$ cat src/rtl/csr_pkg.sv
// Shared encodings for the machine-mode CSR responder: commands, CSR addresses,
// SYSTEM funct12 codes, request bus field offsets and trap causes.
package csr_pkg;

    typedef enum logic [2:0] {
        CMD_NONE   = 3'b000,
        CMD_WRITE  = 3'b001,
        CMD_SET    = 3'b010,
        CMD_CLEAR  = 3'b011,
        CMD_SYSTEM = 3'b100,
        CMD_READ   = 3'b101
    } csr_cmd_e;

    typedef enum logic {
        ST_RUN = 1'b0,
        ST_WFI = 1'b1
    } csr_state_e;

    localparam logic [11:0] ADDR_MSTATUS  = 12'h300;
    localparam logic [11:0] ADDR_MISA     = 12'h301;
    localparam logic [11:0] ADDR_MIE      = 12'h304;
    localparam logic [11:0] ADDR_MTVEC    = 12'h305;
    localparam logic [11:0] ADDR_MSCRATCH = 12'h340;
    localparam logic [11:0] ADDR_MEPC     = 12'h341;
    localparam logic [11:0] ADDR_MCAUSE   = 12'h342;
    localparam logic [11:0] ADDR_MTVAL    = 12'h343;
    localparam logic [11:0] ADDR_MIP      = 12'h344;
    localparam logic [11:0] ADDR_MCYCLE   = 12'hB00;
    localparam logic [11:0] ADDR_MINSTRET = 12'hB02;
    localparam logic [11:0] ADDR_CYCLE    = 12'hC00;
    localparam logic [11:0] ADDR_INSTRET  = 12'hC02;
    localparam logic [11:0] ADDR_MHARTID  = 12'hF14;

    localparam logic [11:0] F12_ECALL  = 12'h000;
    localparam logic [11:0] F12_EBREAK = 12'h001;
    localparam logic [11:0] F12_MRET   = 12'h302;
    localparam logic [11:0] F12_WFI    = 12'h105;

    localparam int REQ_ADDR_LSB   = 197;
    localparam int REQ_CMD_LSB    = 194;
    localparam int REQ_WDATA_LSB  = 130;
    localparam int REQ_XCPT_BIT   = 129;
    localparam int REQ_RETIRE_BIT = 128;
    localparam int REQ_CAUSE_LSB  = 64;
    localparam int REQ_PC_LSB     = 0;

    localparam logic [63:0] CAUSE_BREAKPOINT = 64'd3;
    localparam logic [63:0] CAUSE_ECALL_M    = 64'd11;

    // RV64 with the base integer ISA only
    localparam logic [63:0] MISA_VALUE   = 64'h8000_0000_0000_0100;
    localparam logic [63:0] MIE_WR_MASK  = 64'h0000_0000_0000_0880;
    localparam logic [63:0] ALIGN4_MASK  = 64'hFFFF_FFFF_FFFF_FFFC;

    function automatic logic [63:0] csr_apply(input logic [2:0] cmd,
                                              input logic [63:0] old_val,
                                              input logic [63:0] wdata);
        case (cmd)
            CMD_WRITE: csr_apply = wdata;
            CMD_SET:   csr_apply = old_val | wdata;
            CMD_CLEAR: csr_apply = old_val & ~wdata;
            default:   csr_apply = old_val;
        endcase
    endfunction

endpackage

$ cat src/rtl/csr_counter64.sv
// 64-bit wrapping counter with a load port; a load beats the increment.
module csr_counter64 (
    input  logic        i_clk,
    input  logic        i_rst,
    input  logic        i_inc,
    input  logic        i_we,
    input  logic [63:0] i_wdata,
    output logic [63:0] o_count
);
    logic [63:0] r_count;

    // counter state
    always_ff @(posedge i_clk) begin
        if (i_rst) begin
            r_count <= 64'd0;
        end else if (i_we) begin
            r_count <= i_wdata;
        end else if (i_inc) begin
            r_count <= r_count + 64'd1;
        end
    end

    assign o_count = r_count;
endmodule

$ cat src/rtl/csr_file_m.sv
// Machine-mode CSR file: M-mode CSRs, counters, trap entry/MRET and WFI sleep,
// driven by the writeback-stage request bus with fully registered responses.
module csr_file_m
    import csr_pkg::*;
#(
    parameter int          XLEN        = 64,
    parameter logic [63:0] MTVEC_RESET = 64'h0,
    parameter logic [63:0] HART_ID     = 64'h0
) (
    input  logic            clk_i,
    input  logic            rst_i,
    input  logic [208:0]    req_cpu_csr_i,
    input  logic            irq_timer_i,
    input  logic            irq_ext_i,
    output logic [XLEN-1:0] csr_rdata_o,
    output logic            csr_illegal_o,
    output logic            csr_trap_o,
    output logic            csr_eret_o,
    output logic [XLEN-1:0] csr_evec_o,
    output logic            csr_stall_o,
    output logic            csr_irq_o
);
    logic [11:0] w_addr;
    logic [2:0]  w_cmd;
    logic [63:0] w_wdata, w_cause, w_pc;
    logic        w_xcpt, w_retire;

    assign w_addr   = req_cpu_csr_i[REQ_ADDR_LSB +: 12];
    assign w_cmd    = req_cpu_csr_i[REQ_CMD_LSB +: 3];
    assign w_wdata  = req_cpu_csr_i[REQ_WDATA_LSB +: 64];
    assign w_xcpt   = req_cpu_csr_i[REQ_XCPT_BIT];
    assign w_retire = req_cpu_csr_i[REQ_RETIRE_BIT];
    assign w_cause  = req_cpu_csr_i[REQ_CAUSE_LSB +: 64];
    assign w_pc     = req_cpu_csr_i[REQ_PC_LSB +: 64];

    logic        r_mie_bit, r_mpie, r_mtip, r_meip;
    logic [63:0] r_mie, r_mtvec, r_mscratch, r_mepc, r_mcause, r_mtval;
    logic [63:0] w_mcycle, w_minstret, w_mstatus, w_mip, w_old, w_new, w_trap_cause;
    logic        w_active, w_cmd_csr, w_cmd_wr, w_mapped, w_csr_illegal, w_csr_do, w_csr_wr;
    logic        w_sys, w_ecall, w_ebreak, w_mret, w_wfi, w_sys_illegal, w_trap;
    csr_state_e  r_state, w_state_next;

    assign w_active  = w_retire & ~w_xcpt;
    assign w_cmd_wr  = (w_cmd == CMD_WRITE) | (w_cmd == CMD_SET) | (w_cmd == CMD_CLEAR);
    assign w_cmd_csr = w_cmd_wr | (w_cmd == CMD_READ);
    assign w_mip     = {52'd0, r_meip, 3'd0, r_mtip, 7'd0};

    // mstatus view: MPP hardwired to machine mode
    always_comb begin
        w_mstatus    = 64'h0000_0000_0000_1800;
        w_mstatus[7] = r_mpie;
        w_mstatus[3] = r_mie_bit;
    end

    // address decode and pre-update read value
    always_comb begin
        w_mapped = 1'b1;
        w_old    = 64'd0;
        case (w_addr)
            ADDR_MSTATUS:                w_old = w_mstatus;
            ADDR_MISA:                   w_old = MISA_VALUE;
            ADDR_MIE:                    w_old = r_mie;
            ADDR_MTVEC:                  w_old = r_mtvec;
            ADDR_MSCRATCH:               w_old = r_mscratch;
            ADDR_MEPC:                   w_old = r_mepc;
            ADDR_MCAUSE:                 w_old = r_mcause;
            ADDR_MTVAL:                  w_old = r_mtval;
            ADDR_MIP:                    w_old = w_mip;
            ADDR_MCYCLE, ADDR_CYCLE:     w_old = w_mcycle;
            ADDR_MINSTRET, ADDR_INSTRET: w_old = w_minstret;
            ADDR_MHARTID:                w_old = HART_ID;
            default:                     w_mapped = 1'b0;
        endcase
    end

    assign w_csr_illegal = w_active & w_cmd_csr &
                           (~w_mapped | (w_cmd_wr & (w_addr[11:10] == 2'b11)));
    assign w_csr_do      = w_active & w_cmd_csr & ~w_csr_illegal;
    assign w_csr_wr      = w_csr_do & w_cmd_wr;
    assign w_new         = csr_apply(w_cmd, w_old, w_wdata);

    assign w_sys         = w_active & (w_cmd == CMD_SYSTEM);
    assign w_ecall       = w_sys & (w_addr == F12_ECALL);
    assign w_ebreak      = w_sys & (w_addr == F12_EBREAK);
    assign w_mret        = w_sys & (w_addr == F12_MRET);
    assign w_wfi         = w_sys & (w_addr == F12_WFI);
    assign w_sys_illegal = w_sys & ~(w_ecall | w_ebreak | w_mret | w_wfi);
    assign w_trap        = w_xcpt | w_ecall | w_ebreak;
    assign w_trap_cause  = w_xcpt ? w_cause : (w_ecall ? CAUSE_ECALL_M : CAUSE_BREAKPOINT);

    // architectural CSR state; a trap always wins over a CSR write
    always_ff @(posedge clk_i) begin
        if (rst_i) begin
            r_mie_bit  <= 1'b0;
            r_mpie     <= 1'b0;
            r_mtip     <= 1'b0;
            r_meip     <= 1'b0;
            r_mie      <= 64'd0;
            r_mtvec    <= MTVEC_RESET & ALIGN4_MASK;
            r_mscratch <= 64'd0;
            r_mepc     <= 64'd0;
            r_mcause   <= 64'd0;
            r_mtval    <= 64'd0;
        end else begin
            r_mtip <= irq_timer_i;
            r_meip <= irq_ext_i;
            if (w_trap) begin
                r_mepc    <= w_pc & ALIGN4_MASK;
                r_mcause  <= w_trap_cause;
                r_mpie    <= r_mie_bit;
                r_mie_bit <= 1'b0;
            end else if (w_mret) begin
                r_mie_bit <= r_mpie;
                r_mpie    <= 1'b1;
            end else if (w_csr_wr) begin
                case (w_addr)
                    ADDR_MSTATUS: begin
                        r_mie_bit <= w_new[3];
                        r_mpie    <= w_new[7];
                    end
                    ADDR_MIE:      r_mie      <= w_new & MIE_WR_MASK;
                    ADDR_MTVEC:    r_mtvec    <= w_new & ALIGN4_MASK;
                    ADDR_MSCRATCH: r_mscratch <= w_new;
                    ADDR_MEPC:     r_mepc     <= w_new & ALIGN4_MASK;
                    ADDR_MCAUSE:   r_mcause   <= w_new;
                    ADDR_MTVAL:    r_mtval    <= w_new;
                    default:       r_mscratch <= r_mscratch;
                endcase
            end
        end
    end

    csr_counter64 u_mcycle (
        .i_clk   (clk_i),
        .i_rst   (rst_i),
        .i_inc   (1'b1),
        .i_we    (w_csr_wr & (w_addr == ADDR_MCYCLE)),
        .i_wdata (w_new),
        .o_count (w_mcycle)
    );

    csr_counter64 u_minstret (
        .i_clk   (clk_i),
        .i_rst   (rst_i),
        .i_inc   (w_active),
        .i_we    (w_csr_wr & (w_addr == ADDR_MINSTRET)),
        .i_wdata (w_new),
        .o_count (w_minstret)
    );

    // sleep state register
    always_ff @(posedge clk_i) begin
        if (rst_i) begin
            r_state <= ST_RUN;
        end else begin
            r_state <= w_state_next;
        end
    end

    // wake ignores mstatus.MIE so a masked interrupt still ends WFI
    always_comb begin
        w_state_next = r_state;
        case (r_state)
            ST_RUN: begin
                if (w_wfi) w_state_next = ST_WFI;
                else       w_state_next = ST_RUN;
            end
            ST_WFI: begin
                if (((w_mip & r_mie) != 64'd0) || w_xcpt) w_state_next = ST_RUN;
                else                                      w_state_next = ST_WFI;
            end
            default: w_state_next = ST_RUN;
        endcase
    end

    logic [63:0] r_rdata, r_evec;
    logic        r_illegal, r_trap, r_eret, r_irq;

    // registered response to the pipeline
    always_ff @(posedge clk_i) begin
        if (rst_i) begin
            r_rdata   <= 64'd0;
            r_evec    <= 64'd0;
            r_illegal <= 1'b0;
            r_trap    <= 1'b0;
            r_eret    <= 1'b0;
            r_irq     <= 1'b0;
        end else begin
            r_rdata   <= w_csr_do ? w_old : 64'd0;
            r_evec    <= w_trap ? r_mtvec : (w_mret ? r_mepc : 64'd0);
            r_illegal <= w_csr_illegal | w_sys_illegal;
            r_trap    <= w_trap;
            r_eret    <= w_mret;
            r_irq     <= r_mie_bit & (|(w_mip & r_mie));
        end
    end

    assign csr_rdata_o   = r_rdata;
    assign csr_evec_o    = r_evec;
    assign csr_illegal_o = r_illegal;
    assign csr_trap_o    = r_trap;
    assign csr_eret_o    = r_eret;
    assign csr_irq_o     = r_irq;
    assign csr_stall_o   = (r_state == ST_WFI);
endmodule

$ cat config.mk
export PLATFORM = sky130hd
export DESIGN_NAME = csr_file_m
export DESIGN_NICKNAME = d
export VERILOG_FILES = /design/src/rtl/csr_pkg.sv /design/src/rtl/csr_counter64.sv /design/src/rtl/csr_file_m.sv
export SDC_FILE = /design/constraint.sdc
export NUM_CORES = 1
export LEC_CHECK = 0
export CAP_MARGIN = 5
export CORE_MARGIN = 1
export CORE_UTILIZATION = 60
export DETAILED_ROUTE_END_ITERATION = 6
export HOLD_SLACK_MARGIN = 0.1
export PLACE_DENSITY = 0.85
export SYNTH_ARGS = -nofsm -noshare
export SYNTH_HDL_FRONTEND = slang
export SYNTH_HIERARCHICAL = 1
export SYNTH_SLANG_ARGS = --single-unit
$ cat constraint.sdc
create_clock -name clk_i -period 12.1 [get_ports clk_i]
set_input_delay 3.025 -clock clk_i [delete_from_list [all_inputs] [get_ports clk_i]]
set_output_delay 3.025 -clock clk_i [all_outputs]
set_load 0.1 [all_outputs]
==> results.rst <==
.. list-table::
   :header-rows: 1

   * - Metric
     - Value
   * - Total setup buffers inserted after CTS
     - 0
   * - Clock slew at the register clock pins of the worst setup and hold paths
     - 0.07 ns
   * - Overall die height
     - 218 um
   * - Crit path cell chain
     - clkdlybuf4s50_1 > o21ba_2 > buf_4 > nand3_1 > or3_1 > or3b_2 > nor2_2 > buf_4 > inv_2 > buf_4 > a311oi_1
   * - Total negative slack for setup checks
     - 0 ns
   * - Half-perimeter wire length after detailed placement
     - 70.6 mm
   * - Setup repair after global routing missed its margin
     - no
   * - Clk sink count
     - 581
   * - Switching power of the nets
     - 1070 uW
   * - Leakage power
     - 0.0119 uW
   * - Global-route usage over all layers
     - 45.3%
   * - Hold violation total from the final report
     - 0
   * - DRT Wirelength
     - 111 mm
   * - Clock skew
     - 0.0346 ns
   * - Switching power as a share of total power
     - 24.7%
   * - Area used by multi-input combinational logic
     - 0.0149 mm2
   * - Synthesized area
     - 0.0280 mm2
   * - Proportion of power drawn by the clock network
     - 46.0%
   * - Net total in the final layout
     - 3647
   * - Share of the clock period used by the worst path
     - 60.6%
   * - Most frequently used flop master after synthesis
     - dfxtp_1
   * - Total congestion overflow after global routing
     - 0
   * - Clock H-tree levels
     - 2
   * - Width of the die
     - 218 um
   * - Number of top-level pins
     - 346
   * - Port Buffer Count
     - 341
   * - Internal power contribution
     - 3250 uW
   * - Global-route wire length before repair
     - 164 mm
   * - Final count of pins violating max slew
     - 0
   * - TritonCTS clock tree
     - done
   * - Deepest clock path buffer count
     - 3
   * - Number of standard cells after synthesis
     - 3246
   * - Initial cell density of the core
     - 61.2%
   * - Post-detailed-route DRC marker count
     - 3
   * - Critical Setup Path Class
     - in -> reg
   * - Post-synthesis sequential area ratio
     - 41.6%
   * - Synth cell types
     - 86
   * - Normalized max-slew margin
     - 4.66%
   * - Count of standard-cell rows
     - 78
   * - Top-count cell post-synth
     - dfxtp_1
   * - #FFs+latches synth
     - 581
   * - Slowest cell on crit path
     - buf_4
   * - Pin count of the biggest net entering global routing
     - 98
   * - Drt wl/cell
     - 27.2 um
   * - Crit-path max cell delay
     - 0.75 ns
   * - Detailed router's first-iteration violation count
     - 3926
   * - Top cell type by total area after synthesis
     - dfxtp_1
   * - Path type of the worst min-delay path
     - reg -> reg
   * - Clk root buf
     - clkbuf_16
   * - Highest clock rate
     - 136 MHz
   * - Detail-routed via count per cell
     - 7.07
   * - Hold_buf cts
     - 0
   * - Data required time of the critical path
     - 12.62 ns
   * - Mean instance size in the synthesized netlist
     - 8.62 um2
   * - Core box area
     - 0.0457 mm2
   * - Initial DRT Pass Iterations
     - 7
   * - Outcome
     - complete, but fails checks
   * - Post-DRT Antenna Nets
     - 0
   * - FFs w/ async S/R, synth
     - 0%
   * - Critical path's most frequent cell
     - buf_4
   * - Layout filler cell count
     - 3304
   * - Count of flip-flops with a built-in enable after synthesis
     - 0
   * - Time the worst path needs with I/O delays and setup
     - 7.33 ns
   * - Number of buffers created by CTS
     - 59
   * - Power density over the cells
     - 128 mW/mm2
   * - Transition time at the pin with the least slew margin
     - 1.43 ns
   * - Area growth syn-to-layout
     - 20.3%
   * - Ys Warns
     - 6
   * - Largest fanout of any net on the critical path
     - 67
   * - Sequential share of power
     - 45.4%
   * - Worst Path Arrival
     - 7.85 ns
   * - Insertion delay to the later sink of the worst-skew pair
     - 0.66 ns
   * - Cell count after placement
     - 3971
   * - Quantity of gates resized following cts
     - 0
   * - Sequential cell area
     - 0.0116 mm2
   * - Fraction of post-synthesis cell area in the top cell type by area
     - 41.6%
   * - Violations in the final reports
     - DRC
   * - Via count of the routed design
     - 28900
   * - Maxcap violations
     - 0
   * - Die Footprint
     - 0.0475 mm2
   * - Biggest area contributors in the synthesized netlist
     - dfxtp_1 (42%), o21ai_0 (5.4%), nand2_1 (5.3%)
   * - Top cell types by occurrence after synthesis
     - dfxtp_1 (581), nand2_1 (395), o21ai_0 (302), nor2_1 (226), clkbuf_1 (203)
   * - Worst setup EP type
     - flop
   * - Launching element type of the critical path
     - input port
   * - Final number of setup-violating endpoints
     - 0
   * - Vias in the first global route
     - 27800
   * - Layout Cells excl Fill
     - 4087
   * - Portion of total power attributed to combinational logic
     - 8.5%
   * - Antenna violations before repair
     - 7
   * - Global placer's final weighted congestion
     - 0.986
   * - Layout cell share with drive strength beyond 1
     - 7.75%
   * - Worst-case vdd ir drop
     - 0.115 mV
   * - Final Util
     - 73.7%
worst max-delay path: cells and delay by family:
family | cells | cell delay, ns
AO/OA/AOI/OAI | 2 | 0.68
buffers and inverters | 5 | 2.52
AND/OR/NAND/NOR | 4 | 1.55
logic make-up after synthesis:
kind of cell | count (synthesis) | synth area share (%)
other | 2 | 0.0268
buffers and inverters | 386 | 5.59
adders and majority gates | 2 | 0.0895
muxes | 86 | 5.69
DFF | 581 | 41.6
and+or+nand+nor | 1109 | 19.7
AOI/OAI and AO/OA | 944 | 23.1
xor gates and xnor gates | 136 | 4.26
area by class of cell:
type                            count  area share [%]
Multi-Input combinational cell   2280            44.4
Inverter                          120            1.34
Sequential cell                   581            34.6
Tap cell                          600            2.23
Antenna cell                        5          0.0372
Clock inverter                     31            1.29
Timing Repair Buffer              390            11.2
Clock buffer                       80            4.98
worst paths after layout:
kind | cells past startpoint | slack, ns | from | endpoint
worst max-delay path | 11 | 4.77 | req_cpu_csr_i[196] | u_minstret/o_count[40]$_SDFFE_PP0P_
worst min-delay path | 2 | 0.45 | r_mscratch[0]$_SDFFE_PP0P_ | r_mscratch[0]$_SDFFE_PP0P_
worst max register to register | 7 | 8.51 | u_minstret/o_count[0]$_SDFFE_PP0P_ | u_minstret/o_count[40]$_SDFFE_PP0P_
worst min register to register | 2 | 0.45 | r_mscratch[0]$_SDFFE_PP0P_ | r_mscratch[0]$_SDFFE_PP0P_
cell usage in the layout, fill, tap and decap left out, types with 61 or more instances in the layout:
cell type	n
a21oi_1	68
xor2_1	75
dfxtp_1	581
nand2_1	394
xnor2_1	61
clkdlybuf4s50_1	336
nor2_1	223
a22o_1	80
inv_1	117
nand3_1	96
o21ai_0	302
a22oi_1	73
state kept, by name, indices dropped and copies added, names as in the netlist:
signal,flops
csr_evec_o,62
u_mcycle/o_count,64
csr_illegal_o,1
csr_stall_o,1
csr_trap_o,1
r_mpie,1
r_mie,2
u_minstret/o_count,64
r_mtval,64
r_mie_bit,1
r_mtvec,62
csr_rdata_o,64
r_mtip,1
r_mscratch,64
csr_irq_o,1
r_mcause,64
r_mepc,62
r_meip,1
csr_eret_o,1
power groups by stage:
stage	clock, uW	combinational, uW	sequential, uW
after floorplan	0	190	2000
after detailed placement	0	352	2000
after CTS	1980	355	1960
after global routing	2060	380	1960
final	1990	368	1960
after global placement	0	346	2000
metal layers:
metal  GRT usage, %  routed length (um)  part of all wire, %  vias up
met2           70.9               49700                   45     2481
met1           54.2               38800                   35    13600
li1               -                   -                    -    12200
met3           11.3               13900                   12      616
met4           32.7                8780                  7.9        0
met5              0                   0                    0        -
stage by stage:
| stage | instance area (um2) | power [uW] | setup slack (ns) | hold slack, ns |
|---|---|---|---|---|
| finish | 33700 | 4320 | 4.77 | 0.453 |
| global route | 33700 | 4410 | 4.75 | 0.472 |
| CTS | 33600 | 4300 | 5.04 | 0.455 |
| detailed placement | 31500 | 2350 | 4.40 | 0.441 |
| global placement | 31500 | 2350 | 4.52 | 0.428 |
| floorplan | 28000 | 2190 | 6.09 | 0.417 |
Power figures use the tool's default switching activity.
